[src/rtl/fp_add_arbiter.sv]
// Two-requester front end for a shared single-precision adder.
// Round-robin grant, special-operand bypass, adder timeout, held response.
module fp_add_arbiter #(
  parameter int unsigned TIMEOUT = 15
) (
  input  logic        clk,
  input  logic        rst,
  input  logic [1:0]  req_valid,
  output logic [1:0]  req_ready,
  input  logic [63:0] req_a,
  input  logic [63:0] req_b,
  output logic [1:0]  resp_valid,
  input  logic [1:0]  resp_ready,
  output logic [31:0] resp_result,
  output logic [2:0]  resp_err,
  output logic        add_start,
  output logic [31:0] add_a,
  output logic [31:0] add_b,
  input  logic        add_done,
  input  logic [31:0] add_result,
  input  logic [2:0]  add_err,
  output logic        busy
);

  localparam int unsigned CW = (TIMEOUT > 1) ? $clog2(TIMEOUT) : 1;
  localparam logic [CW-1:0] TLAST = CW'(TIMEOUT - 1);

  localparam logic [2:0]  ERR_NONE    = 3'd0;
  localparam logic [2:0]  ERR_INVALID = 3'd1;
  localparam logic [31:0] QNAN        = 32'h7FFFFFFF;

  typedef enum logic [1:0] {
    S_IDLE,
    S_ISSUE,
    S_WAIT,
    S_RESP
  } state_t;

  state_t        state, state_n;
  logic          rr;
  logic          g;
  logic [CW-1:0] cnt;

  logic          gnt_any;
  logic          gnt;
  logic          accept;
  logic [31:0]   sel_a, sel_b;
  logic          nan_a, nan_b, inf_a, inf_b;
  logic          invalid, inf_any;
  logic          timeout_hit;

  function automatic logic is_nan(input logic [31:0] x);
    return (&x[30:23]) && (|x[22:0]);
  endfunction

  function automatic logic is_inf(input logic [31:0] x);
    return (&x[30:23]) && !(|x[22:0]);
  endfunction

  // A lone requester always wins; the pointer only breaks ties.
  assign gnt_any = |req_valid;
  assign gnt     = (req_valid == 2'b10) ? 1'b1 :
                   (req_valid == 2'b01) ? 1'b0 : rr;

  assign sel_a = gnt ? req_a[63:32] : req_a[31:0];
  assign sel_b = gnt ? req_b[63:32] : req_b[31:0];

  assign nan_a   = is_nan(sel_a);
  assign nan_b   = is_nan(sel_b);
  assign inf_a   = is_inf(sel_a);
  assign inf_b   = is_inf(sel_b);
  assign invalid = nan_a || nan_b || (inf_a && inf_b && (sel_a[31] ^ sel_b[31]));
  assign inf_any = inf_a || inf_b;

  // add_done wins over expiry because it is tested first in both processes.
  assign timeout_hit = (cnt == TLAST);

  always_ff @(posedge clk) begin
    if (rst) state <= S_IDLE;
    else     state <= state_n;
  end

  always_comb begin
    state_n    = state;
    req_ready  = '0;
    resp_valid = '0;
    add_start  = 1'b0;
    accept     = 1'b0;
    case (state)
      S_IDLE: begin
        if (gnt_any) begin
          req_ready[gnt] = 1'b1;
          accept         = 1'b1;
          state_n        = (invalid || inf_any) ? S_RESP : S_ISSUE;
        end
      end
      S_ISSUE: begin
        add_start = 1'b1;
        state_n   = S_WAIT;
      end
      S_WAIT: begin
        if (add_done || timeout_hit) state_n = S_RESP;
      end
      S_RESP: begin
        resp_valid[g] = 1'b1;
        if (resp_ready[g]) state_n = S_IDLE;
      end
      default: state_n = S_IDLE;
    endcase
  end

  assign busy = (state != S_IDLE);

  always_ff @(posedge clk) begin
    if (rst) begin
      rr          <= 1'b0;
      g           <= 1'b0;
      cnt         <= '0;
      add_a       <= '0;
      add_b       <= '0;
      resp_result <= '0;
      resp_err    <= '0;
    end else begin
      if (accept) begin
        g     <= gnt;
        rr    <= ~gnt;
        add_a <= sel_a;
        add_b <= sel_b;
        if (invalid) begin
          resp_result <= QNAN;
          resp_err    <= ERR_INVALID;
        end else if (inf_any) begin
          resp_result <= inf_a ? sel_a : sel_b;
          resp_err    <= ERR_NONE;
        end
      end
      if (state == S_ISSUE) cnt <= '0;
      if (state == S_WAIT) begin
        if (add_done) begin
          resp_result <= add_result;
          resp_err    <= add_err;
        end else if (timeout_hit) begin
          resp_result <= QNAN;
          resp_err    <= ERR_INVALID;
        end else begin
          cnt <= cnt + 1'b1;
        end
      end
    end
  end

endmodule

[config.mk]
export PLATFORM = sky130hd
export DESIGN_NAME = fp_add_arbiter
export DESIGN_NICKNAME = d
export VERILOG_FILES = /design/src/rtl/fp_add_arbiter.sv
export SDC_FILE = /design/constraint.sdc
export NUM_CORES = 1
export LEC_CHECK = 0
export BUFFER_PORTS_ARGS = -buffer_cell sky130_fd_sc_hd__buf_4
export CORE_MARGIN = 2
export CORE_UTILIZATION = 30
export CTS_BUF_LIST = sky130_fd_sc_hd__clkbuf_16
export CTS_CLUSTER_SIZE = 12
export DETAILED_ROUTE_END_ITERATION = 16
export SLEW_MARGIN = 10
export SYNTH_ARGS = -nofsm -noshare
export SYNTH_HDL_FRONTEND = slang
export SYNTH_SLANG_ARGS = --single-unit
[constraint.sdc]
create_clock -name clk -period 4.4 [get_ports clk]
set_clock_uncertainty 0.1 [all_clocks]
set_input_delay 0.44 -clock clk [delete_from_list [all_inputs] [get_ports clk]]
set_output_delay 0.44 -clock clk [all_outputs]
set_load 0.005 [all_outputs]
; ---- After elaboration in Yosys (flattened, before gate mapping)
; Index checks and enable logic that the tools add are counted.
[op_classes]
div_mod_pow = 0
bitwise_logic = 2
n_mux = 38
multipliers = 0
n_eq_ne = 9
add_sub_neg = 1
n_shift = 0
n_reduce_logical = 23
magnitude_cmp = 4
[ops]
columns = operator, n
row1 = 2-to-1 mux 32 bit, 9
row2 = OR reduction 23 bit, 2
row3 = 2-to-1 mux 3 bit, 6
row4 = 2-to-1 mux 4 bit, 4
row5 = AND reduction 8 bit, 2
row6 = 2-to-1 mux 2 bit, 7
row7 = 2-to-1 mux 1 bit, 9
row8 = logical AND 1 bit, 8
row9 = case mux 2 bit (4 select lines), 1
row10 = "== test 2 bit, second input constant", 3
row11 = "inequality test 2 bit, second input constant", 3
row12 = logical OR 1 bit, 5
row13 = "adder 4 x 1 -> 4 bit, second input constant", 1
row14 = "== test 2 x 1 -> 1 bit, second input constant", 2
row15 = "== test 4 bit, second input constant", 1
row16 = "< comparator 1 x 2 -> 1 bit, second input constant", 2
row17 = AND reduction 3 bit, 1
row18 = demux 1 bit (select 1 bit), 2
row19 = "greater-or-equal comparator 1 bit, second input constant", 2
row20 = logical NOT 1 bit, 2
row21 = logical NOT 2 bit, 1
row22 = nonzero test 2 bit, 1
row23 = OR reduction 2 bit, 1
row24 = inverter 1 bit, 1
row25 = XOR 1 bit, 1
[totals]
memories = 0
input_bits = 170
ram_bits = 0
output_inout_bits = 105
rom_bits = 0
latch_bits = 0
wordCells = 85
register_bits = 107

; ---- Logic depth before layout (Yosys ltp)
[depth]
depth_word = 15
depth_mapped = 10
depth_no_buf = 8

; ---- Worst setup path after synthesis
; Ideal clock, no wire load.
[synth_timing]
path_kind = input to register
startpoint = input req_valid[1]
endpoint = register resp_result[25]
slack_ps = 1685
t_arrival_ps = 2491
setup_time_ps = 124
path_buffers = 2
stages = 10
required_time_ps = 4176
path_cell_list = nand2b_1 > a21oi_2 > buf_4 > mux2i_1 > o2111ai_1 > o41ai_1 > nand3_1 > a21oi_2 > buf_2 > a31oi_1
[synth_between]
elab_chain_cells = 15
elab_cells_between_ends = 32
classes_between = eq/ne (2) / mux (13) / bitwise (1) / reduce/logical (16)
[synth_rtl]
columns = item, line_no
row1 = start: declaration, 8  ; input logic [1:0] req_valid,
row2 = == test 2 x 1 -> 1 bit, 63  ; (req_valid == 2'b01) ? 1'b0 : rr;
row3 = 2-to-1 mux 1 bit, 63
row4 = 2-to-1 mux 1 bit, 62  ; assign gnt = (req_valid == 2'b10) ? 1'b1 :
row5 = 2-to-1 mux 32 bit (on tied branches), "65, 66"
row6 = OR reduction 23 bit, "53, 57"
row7 = logical NOT 1 bit, 57  ; return (&x[30:23]) && !(|x[22:0]);
row8 = logical AND 1 bit, 57
row9 = logical AND 1 bit (2 in series), 72  ; assign invalid = nan_a || nan_b || (inf_a && inf_b && (sel_a[31] ^ sel_b[31]));
row10 = logical OR 1 bit, 72
row11 = 2-to-1 mux 32 bit, 129  ; if (invalid) begin
row12 = 2-to-1 mux 32 bit (*), 124  ; if (accept) begin
row13 = 2-to-1 mux 32 bit, 142  ; end else if (timeout_hit) begin
row14 = 2-to-1 mux 32 bit, 139  ; if (add_done) begin
row15 = 2-to-1 mux 32 bit (*), 138  ; if (state == S_WAIT) begin
row16 = end signal: assignment, 133  ; resp_result <= inf_a ? sel_a : sel_b;
row17 = end signal: assignment, 140  ; resp_result <= add_result;
row18 = end: declaration, 14  ; output logic [31:0] resp_result,
; Mark *: on every way between the ends. The rest lies on a longest branch, timed or not.
; A chain may end at the register's enable or synchronous reset.

; ---- Worst setup path in the final report
[layout_timing]
startpoint = input req_valid[1]
endpoint = register resp_err[2]
[layout_between]
elab_chain_cells = 15
elab_cells_between_ends = 31
classes_between = eq/ne (2) / mux (12) / bitwise (1) / reduce/logical (16)
[layout_rtl]
columns = item, line_no
row1 = == test 2 x 1 -> 1 bit, 63
row2 = 2-to-1 mux 1 bit, 63
row3 = 2-to-1 mux 1 bit, 62
row4 = 2-to-1 mux 32 bit (on tied branches), "65, 66"
row5 = OR reduction 23 bit, "53, 57"
row6 = logical NOT 1 bit, 57
row7 = logical AND 1 bit, 57
row8 = logical AND 1 bit (2 in series), 72
row9 = logical OR 1 bit, 72
row10 = 2-to-1 mux 3 bit, 129
row11 = 2-to-1 mux 3 bit (*), 124
row12 = 2-to-1 mux 3 bit, 142
row13 = 2-to-1 mux 3 bit, 139
row14 = 2-to-1 mux 3 bit (*), 138
row15 = end signal: assignment, 141  ; resp_err <= add_err;
row16 = end: declaration, 15  ; output logic [2:0] resp_err,
; Marks and branches as above.

==> results_dict.tcl <==
set metrics [dict create \
    status "complete, no violations" \
    io_buffers 274 \
    syn_area_per_cell_um2 7.77 \
    postCtsSetupRepairBufs 0 \
    antenna_left 0 \
    critical_path_required_ns 4.60 \
    startpoint "req_valid[1]" \
    cp_top_family "compound AO/OA/AOI/OAI gates" \
    clk_pin_slew_ns 0.08 \
    path_class "primary input to register" \
    grt_max_degree 76 \
    report.final.slew_viol_count 0 \
    grtUsageMet3 0.0465 \
    synthFlopType "dfxtp_1" \
    synth_top_area_share 0.434 \
    cellLeakagePower_nw 3.40 \
    routedWlPerCell_um 16.4 \
    maxCapViolations 0 \
    syn_nets 811 \
    synth_edf_count 0 \
    endpoint_kind "register" \
    vias_per_cell 4.98 \
    grt-ovfl-total 0 \
    worst-path-stages 11 \
    path_cells "buf_4 -> nand2b_1 -> a21oi_4 -> buf_4 -> mux2i_1 -> nand3_1 -> o41ai_1 -> nand3_1 -> a21oi_2 -> buf_4 -> a41o_1" \
    power_density_nw_per_um2 527 \
    ys_seq_area_frac 0.434 \
    max_slew_margin 0.392 \
    num_antenna_cells 0 \
    syn_inst 635 \
    worst_pin_slew_ns 0.912 \
    rr_worst_depth 9 \
    cts_buffers 9 \
    antenna_found_initial 0 \
    hold_path.class "primary input to register" \
    synth_top_area_cell "dfxtp_1" \
    r2r_slack_ns 1.27 \
    ir_worst_vdd_uv 204 \
    cts_resized 0 \
    htree_levels 3 \
    ys_ff_latch 107 \
    postRouteWirelength_mm 18.1 \
    fin_area_um2 7450 \
    fin_ws_ns 1.19 \
    dieArea_um2 17500 \
    period_share 0.730 \
    drive_above_1_share 0.350 \
    start_util 0.308 \
    ys_top_cells_by_area "dfxtp_1, nand2_1, nor2_1, a311oi_1, a21oi_1" \
    clk_latency_ns 0.35 \
    syn2layout_area_growth_pct 51.1 \
    utilization 0.466 \
    root_buffer "clkbuf_16" \
    r2r-start "rr" \
    ys_types 45 \
    met2_usage 0.325 \
    syn_area_um2 4930 \
    crit_top_cell "buf_4" \
    fp-row-count 46 \
    crit_path_max_fanout 34 \
    nNetsFinal 1060 \
    min_from "add_result[14]" \
    cts_buffer_depth 2 \
    dpl_cell_area_um2 7180 \
    setup_viol 0 \
    vias 5495 \
    tritoncts "built" \
    arrival_ns 3.41 \
    ios 275 \
    endpoint "resp_err[2]" \
    period_needed_ns 3.21 \
    rsz0062_at_grt "false" \
    grt_pass1_vias 5181 \
    start_kind "primary input" \
    die_y_um 132 \
    cts-hold-fix-buffers 0 \
    cp_slowest_cell "o41ai_1" \
    slowest_delay_ns 0.59 \
    clock_sinks 107 \
    rr_endpoint "resp_err[2]" \
    async_reset_ff_frac 0 \
    grt_pass1_wl_mm 28.0 \
    fin_setup_tns_ns 0 \
    design.core.area_um2 16000 \
    hpwl_mm 13.5 \
    fmax_mhz 311 \
    critPathBufInv 3 \
    final_hold_viol_count 0 \
    dieWidth_um 132 \
    track_usage 0.201 \
    yosys_warnings 0 \
    drcViolationCount 0 \
    busiest_layer "met2" \
    drt_first_pass_iters 4 \
    drtIter0Drc 256 \
    gr-usage-met1 0.266 \
    gp_congestion 0.812 \
    dp_slack_ns 0.851 \
]
==> layout by cell type (no fill, tap or decap), types with 3 or more instances in the layout <==
cell type  count
o21ai_0       35
inv_1         15
a31oi_1       11
o2111ai_1      4
nand2_1      118
or3_1          3
clkbuf_16      9
nor4_1         8
ha_1           6
dfxtp_1      107
a311oi_1      42
mux2i_1       23
nand3_1        6
nor3_1        10
buf_4        285
mux2_2         3
nor2_1       103
a21oi_1       51
nand4_1       11
==> Yosys cell counts (all sizes together) (6+ instances only) <==
library cell  number
nand2            118
dfxtp            107
nor2             104
a21oi             53
a311oi            42
clkbuf            37
o21ai             37
mux2i             23
inv               15
a31oi             11
nand4             11
buf               10
nor3              10
nor4               9
ha                 6
nand3              6
==> tightest hold or removal path, delay by kind of cell <==
family                 cells  cell delay (ns)
buffers and inverters      1             0.08
AOI/OAI and AO/OA          2             0.17
==> power breakdown <==
part           leakage, nW  internal [W]  switching, W
clock                0.138      0.000389      0.000386
sequential           0.880       0.00128      0.000170
combinational         2.38      0.000813      0.000891
total                 3.40       0.00248       0.00145
==> sequential cells by signal (all words and copies together), names as in the netlist <==
| name | count |
|---|---|
| cnt | 4 |
| add_a | 32 |
| add_b | 32 |
| resp_result | 32 |
| g | 1 |
| state | 2 |
| rr | 1 |
| resp_err | 3 |
==> routing by layer <==
layer	wire length, µm	vias to the layer above
li1	-	2744
met1	8130	2520
met2	8350	210
met3	1250	21
met4	331	0
met5	0	-
==> through the flow <==
stage / cells / total power (W) / hold WS, ns
after CTS: 1104 / 0.00398 / 0.247
after detailed placement: 1089 / 0.00319 / 0.349
final: 1104 / 0.00393 / 0.263
after global routing: 1104 / 0.00423 / 0.267
after global placement: 1089 / 0.00319 / 0.344
after floorplan: 635 / 0.00232 / 0.349
==> final cells by class <==
type / instances / area [µm²]
Fill cell: 1655 / 8550
Multi-Input combinational cell: 466 / 2570
Sequential cell: 107 / 2140
Timing Repair Buffer: 285 / 2140
Tap cell: 216 / 270
Clock buffer: 9 / 225
Inverter: 15 / 56.3
Clock inverter: 6 / 47.5
==> how the worst min path moves through the flow <==
stage                                 end  slack [ns]  cells past startpoint
after global routing             add_a[1]        0.27                      3
after floorplan           resp_result[23]        0.35                      2
after CTS                        add_a[8]        0.25                      3
after global placement    resp_result[22]        0.34                      2
final                     resp_result[14]        0.26                      3
after detailed placement  resp_result[10]        0.35                      2
==> cell families (layout without fill, tap and decap cells) <==
logic type      count (synthesis)  in the layout  share of synthesized area
flops                         107            107                      0.434
buf+inv                        62            315                     0.0510
simple gates                  273            273                      0.234
compound gates                159            159                      0.208
mux                            26             26                     0.0535
xor+xnor                        2              2                    0.00355
fa+ha+maj                       6              6                     0.0152
(Power assumes the default switching activity.)
